==> config.mk <==
export PLATFORM = sky130hd
export DESIGN_NAME = valid_ready_pipe
export DESIGN_NICKNAME = d
export VERILOG_FILES = /design/src/rtl/valid_ready_pipe.sv
export SDC_FILE = /design/constraint.sdc
export NUM_CORES = 1
export LEC_CHECK = 0
export ABC_AREA = 1
export CORE_MARGIN = 5
export CORE_UTILIZATION = 30
export DETAILED_ROUTE_END_ITERATION = 10
export GPL_ROUTABILITY_DRIVEN = 0
export GPL_TIMING_DRIVEN = 0
export PLACE_DENSITY_LB_ADDON = 0.15
export SLEW_MARGIN = 10
export SYNTH_ARGS = -nofsm -noshare
export SYNTH_HDL_FRONTEND = slang
export SYNTH_SLANG_ARGS = --single-unit
==> constraint.sdc <==
create_clock -name clock -period 2.3 [get_ports clock]
set_input_delay 0.345 -clock clock [delete_from_list [all_inputs] [get_ports clock]]
set_output_delay 0.345 -clock clock [all_outputs]
set_load 0.02 [all_outputs]
==> src/rtl/valid_ready_pipe.sv <==
// DEPTH-stage valid/ready register pipeline with bubble collapse, synchronous flush and occupancy count.
// Latency DEPTH-1 edges after accept; the ready chain is combinational, so a full pipe still accepts when out_ready=1.
module valid_ready_pipe #(
    parameter int               WIDTH     = 8,
    parameter int               DEPTH     = 3,
    parameter logic [WIDTH-1:0] RESET_VAL = '0
) (
    input  logic                       clock,
    input  logic                       reset,
    input  logic                       in_valid,
    output logic                       in_ready,
    input  logic [WIDTH-1:0]           in_data,
    output logic                       out_valid,
    input  logic                       out_ready,
    output logic [WIDTH-1:0]           out_data,
    input  logic                       flush,
    output logic [$clog2(DEPTH+1)-1:0] count
);

    localparam int CW = $clog2(DEPTH + 1);

    logic [DEPTH-1:0]            valid_q, valid_d;
    logic [DEPTH-1:0][WIDTH-1:0] data_q,  data_d;
    logic [CW-1:0]               count_q, count_d;
    logic [DEPTH-1:0]            take;
    logic                        xfer_in, xfer_out;

    // take[i]: stage i may be written this cycle (it is empty or its word moves on)
    always_comb begin
        take = '0;
        take[DEPTH-1] = out_ready | ~valid_q[DEPTH-1];
        for (int i = DEPTH - 2; i >= 0; i--) begin
            take[i] = ~valid_q[i] | take[i+1];
        end
    end

    assign in_ready  = take[0] & ~flush;
    assign out_valid = valid_q[DEPTH-1] & ~flush;
    assign out_data  = data_q[DEPTH-1];
    assign count     = count_q;
    assign xfer_in   = in_valid & in_ready;
    assign xfer_out  = out_valid & out_ready;

    always_comb begin
        valid_d = valid_q;
        data_d  = data_q;
        if (take[0]) begin
            valid_d[0] = in_valid;
            if (in_valid) begin
                data_d[0] = in_data;
            end
        end
        for (int i = 1; i < DEPTH; i++) begin
            if (take[i]) begin
                valid_d[i] = valid_q[i-1];
                if (valid_q[i-1]) begin
                    data_d[i] = data_q[i-1];
                end
            end
        end
        // flush drops every word but leaves the data registers untouched
        if (flush) begin
            valid_d = '0;
            data_d  = data_q;
        end
    end

    always_comb begin
        count_d = count_q;
        if (flush) begin
            count_d = '0;
        end else if (xfer_in && !xfer_out) begin
            count_d = count_q + CW'(1);
        end else if (!xfer_in && xfer_out) begin
            count_d = count_q - CW'(1);
        end
    end

    always_ff @(posedge clock or negedge reset) begin
        if (!reset) begin
            valid_q <= '0;
            data_q  <= {DEPTH{RESET_VAL}};
            count_q <= '0;
        end else begin
            valid_q <= valid_d;
            data_q  <= data_d;
            count_q <= count_d;
        end
    end

endmodule

* Word level (Yosys, flattened, before mapping)
Index checks and enable logic that the tools add are counted.
** Operators by class
- $add $sub $neg :: 2
- Mux-type cells :: 7
- Bitwise operators :: 11
- Reductions and logical operators :: 11
** Operator list (number)
- $reduce_and A3 Y1 :: 3
- $mux W2 :: 3
- $reduce_bool A2 Y1 :: 3
- $and A1 B1 Y1 :: 4
- $not A1 Y1 :: 4
- $mux W1 :: 3
- $mux W3 :: 1
- $or A1 B1 Y1 :: 3
- $reduce_bool A3 Y1 :: 1
- $add A2 B1 Y2 const B :: 1
- $logic_and A1 B1 Y1 :: 2
- $logic_not A1 Y1 :: 2
- $sub A2 B1 Y2 const B :: 1
** Word-level totals
- Register bits after elaboration :: 29
- Input port bits :: 13
- Output and inout port bits :: 12
- Word-level logic and storage cells :: 38

* Longest topological paths before layout
- Depth in word-level cells :: 11
- Gate-level depth with buffers :: 7
- Mapped depth without buffers :: 7

* Worst setup path after synthesis
OpenSTA, ideal clock, no wires.
- Path kind :: reg-to-reg
- Start point :: register valid_q[2]
- End point :: register data_q (netlist bit out_data[0])
- Library setup time :: 0.125 ns
- Arrival time :: 1.053 ns
- Required time :: 2.175 ns
- Path slack :: 1.122 ns
- Cell stages (with the launch flop) :: 6
- Buffers on the path :: 0
- Period minus slack after synthesis :: 1.178 ns
- Cell sequence :: dfrtp_1 -> inv_1 -> nor2_2 -> inv_1 -> nand3_4 -> mux2_2
** On the way
- Longest elaborated chain between the ends :: 3
** Ends and longest elaborated chain
- from (decl) :: line 22 : logic [DEPTH-1:0] valid_q, valid_d;
- from (signal assigned) :: line 85 : valid_q <= valid_d;
- $not A1 Y1 :: line 31 : take[DEPTH-1] = out_ready | ~valid_q[DEPTH-1];
- $or A1 B1 Y1 :: line 31
- $reduce_and A3 Y1 (no source line)
- to (signal assigned) :: line 82 : data_q <= {DEPTH{RESET_VAL}};
- to (signal assigned) :: line 86 : data_q <= data_d;
- to (decl) :: line 23 : logic [DEPTH-1:0][WIDTH-1:0] data_q, data_d;
No other way between the ends.
A chain may end at the register's enable or synchronous reset.

* Worst setup path in the final report
- Start point :: input out_ready
- End point :: output in_ready
** On the way
- Longest elaborated chain between the ends :: 4
** Ends and longest elaborated chain
- from (decl) :: line 14 : input logic out_ready,
- $or A1 B1 Y1 :: line 31
- $or A1 B1 Y1 (2 in series) :: line 33 : take[i] = ~valid_q[i] | take[i+1];
- $and A1 B1 Y1 :: line 37 : assign in_ready = take[0] & ~flush;
- to (decl) :: line 11 : output logic in_ready,
No other way between the ends.

==> flow_metrics.py <==
metrics = {
    "run": {
        "drv_cap": 0,
    },
    "yosys": {
        "synth-edff-count": 0,
        "yosys.cell_count.top_type": "dfrtp_1",
        "async_flop_share_pct": 100,
        "synth_top_area_share_pct": 56.3,
        "synth.top_cells.by_count": "29 x dfrtp_1, 18 x nand2_1, 16 x inv_1",
        "synthXorXnorAreaFrac_pct": 0.679,
        "synth-seq-cells": 29,
        "yosys_warnings": 0,
        "synth_top_family_by_area": "simple AND/OR/NAND/NOR gates",
        "synthSimpleGateAreaFrac_pct": 17.0,
        "synthMuxAreaShare_pct": 6.98,
        "synth_compound_area_share_pct": 7.57,
        "synth_area_sq_um": 1290,
        "ys.flop_type": "dfrtp_1",
        "synth_nets": 136,
        "yosys.area.top_type": "dfrtp_1",
        "synth_cells": 123,
        "synthTopCellsByArea": "dfrtp_1 56%, mux2_2 7.0%, nand2_1 5.2%, buf_4 4.7%, inv_1 4.7%",
        "ys_seq_area_share_pct": 56.3,
        "synth-adder-area-share_pct": 0,
        "avgSynthCellArea_sq_um": 10.5,
        "synthDistinctLibCells": 19,
    },
    "critical_path": {
        "reg2reg_slack_ps": 990,
        "worstPathRequired_ps": 1960,
        "end_kind": "output pin",
        "cp.arrival_ps": 1760,
        "startpoint_type": "primary input",
        "crit_fanout": 3,
        "crit_type": "in2out",
    },
    "place": {
        "dpl.hpwl_microns": 1750,
        "dp_slack_ps": 190,
        "numPortBuffers": 24,
    },
    "final_layout": {
        "nets": 167,
        "drive_gt1_share_pct": 23.4,
        "fillers": 417,
        "diodes": 0,
        "areaGrowthSynthToFinish_pct": 29.8,
    },
    "power": {
        "comb_power_share_pct": 28.2,
        "leakage_nw": 0.813,
        "ir_drop_v": 0.000414,
        "p_int_mw": 1.09,
        "swShare_pct": 27.1,
        "net-switching-power_mw": 0.403,
        "power_frac_seq_pct": 44.4,
        "pwr_density_cell_nw_per_um2": 889,
        "p_clk_share_pct": 27.4,
    },
    "timing": {
        "fin_crit_ps": 2110,
        "tns_ps": 0,
        "fin_crit_sh_pct": 91.6,
        "worst_slack_ps": 193,
        "hold_viol": 0,
        "drv_slew": 0,
        "tightest_slew_ps": 637,
        "holdWs_ps": 92.0,
        "finalSetupViolCount": 0,
        "fmax_ghz": 0.475,
        "slew_headroom_pct": 57.5,
        "rsz0062_at_grt": "no",
        "finalClockSkew_ps": 3.29,
    },
    "grt": {
        "top_usage_layer": "met2",
        "grt_pass1_wl_microns": 4280,
        "use_met3_pct": 4.35,
        "grt_pass1_vias": 929,
        "use_met1_pct": 12.7,
        "track_usage_pct": 10.3,
        "grt_overflow": 0,
        "grt_use_met2_pct": 16.2,
        "antenna_found_initial": 0,
        "grt_max_degree": 30,
    },
    "floorplanning": {
        "die_width_microns": 75.6,
        "fp-row-count": 23,
        "core_sq_um": 4090,
        "die-area_sq_um": 5710,
        "die_height_microns": 75.6,
        "ioPinCount": 25,
        "start_util_pct": 31.6,
    },
    "drt": {
        "route.final.wire_length_microns": 2490,
        "drtPass1Iterations": 2,
        "num_vias": 919,
        "antenna_left": 0,
        "wire_per_inst_microns": 12.2,
        "drc": 0,
        "viasPerCell": 4.50,
        "drt_iter0_drc": 42,
    },
    "clocking": {
        "cts_made_buffers": 5,
        "cts_tree": "yes",
        "clk_latency_ps": 270,
        "cts_num_sinks": 29,
        "hold_buffers": 0,
        "ctsResizeCount": 0,
        "cts_root_buffer": "clkbuf_8",
        "ctsHtreeMaxLevel": 2,
        "cts_setup_buffers": 0,
        "clk_path_buf_depth": 2,
        "clk_pin_slew_ps": 60,
    },
    "worst_hold_path": {
        "hp-class": "in2async",
    },
    "outcome": {
        "outcome": "finished, final reports clean",
    },
}
-- layout by cell type, fill, tap and decap left out, drive strengths merged --
cell type and instances:
dfrtp 29, clkdlybuf4s50 23, nand2 19, inv 17, nor2 11, buf 11, o21ai 10, mux2 8
a21oi 8, clkbuf 7, nand4 6, nand3 4, xor2 1
-- power groups by stage --
stage / sequential [mW] / combinational [mW] / clock [mW]
finish: 0.662 / 0.420 / 0.408
global placement: 0.667 / 0.422 / 0
detailed placement: 0.671 / 0.426 / 0
global route: 0.673 / 0.457 / 0.452
CTS: 0.663 / 0.427 / 0.422
floorplan: 0.663 / 0.261 / 0
-- kinds of logic after synthesis --
family          count (synthesis)
mux                             8
buf+inv                        27
compound gates                 18
flops                          29
xor+xnor                        1
simple gates                   40
-- per-stage QoR --
| stage | instance area, sq um | power (mW) | std cells | util (%) |
|---|---|---|---|---|
| 3_5_place_dp | 1590 | 1.10 | 197 | 38.9 |
| 2_1_floorplan | 1290 | 0.923 | 123 | - |
| 4_1_cts | 1670 | 1.51 | 204 | 41.0 |
| 3_3_place_gp | 1590 | 1.09 | 197 | 39.0 |
| 5_1_grt | 1670 | 1.58 | 204 | 41.0 |
| 6_report | 1670 | 1.49 | 204 | 41.0 |
-- routing by layer --
layer,vias to the layer above,part of all wire [%]
met3,4,5.3
met4,0,0.84
met2,19,48
met1,446,46
met5,-,0
li1,450,-
-- worst paths after layout --
kind | from | end | cells past startpoint
setup / recovery | out_ready | in_ready | 6
max in group asynchronous | reset | count[0] | 1
setup reg to reg | valid_q[2] | out_data[7] | 5
hold reg to reg | data_q[15] | data_q[15] | 2
hold / removal | reset | data_q[14] | 1
min in group clock | data_q[15] | data_q[15] | 2
-- layout make-up --
type	count	area [sq um]	area share, %
Sequential cell	29	726	43.3
Inverter	17	66.3	3.96
Buffer	10	82.6	4.93
Timing Repair Buffer	24	235	14.1
Tap cell	50	62.6	3.74
Clock buffer	7	86.3	5.16
Multi-Input combinational cell	67	415	24.8
-- registers in the layout, indices dropped and copies added (netlist names) --
| name | cells |
|---|---|
| count | 2 |
| data_q | 16 |
| out_data | 8 |
| valid_q | 3 |
-- worst max-delay path, cell delays in order --
cell	delay [ps]
clkdlybuf4s50_1	530
inv_1	70
nand4_2	110
nand2_1	70
inv_1	50
clkdlybuf4s50_1	590
(Power assumes the default switching activity.)
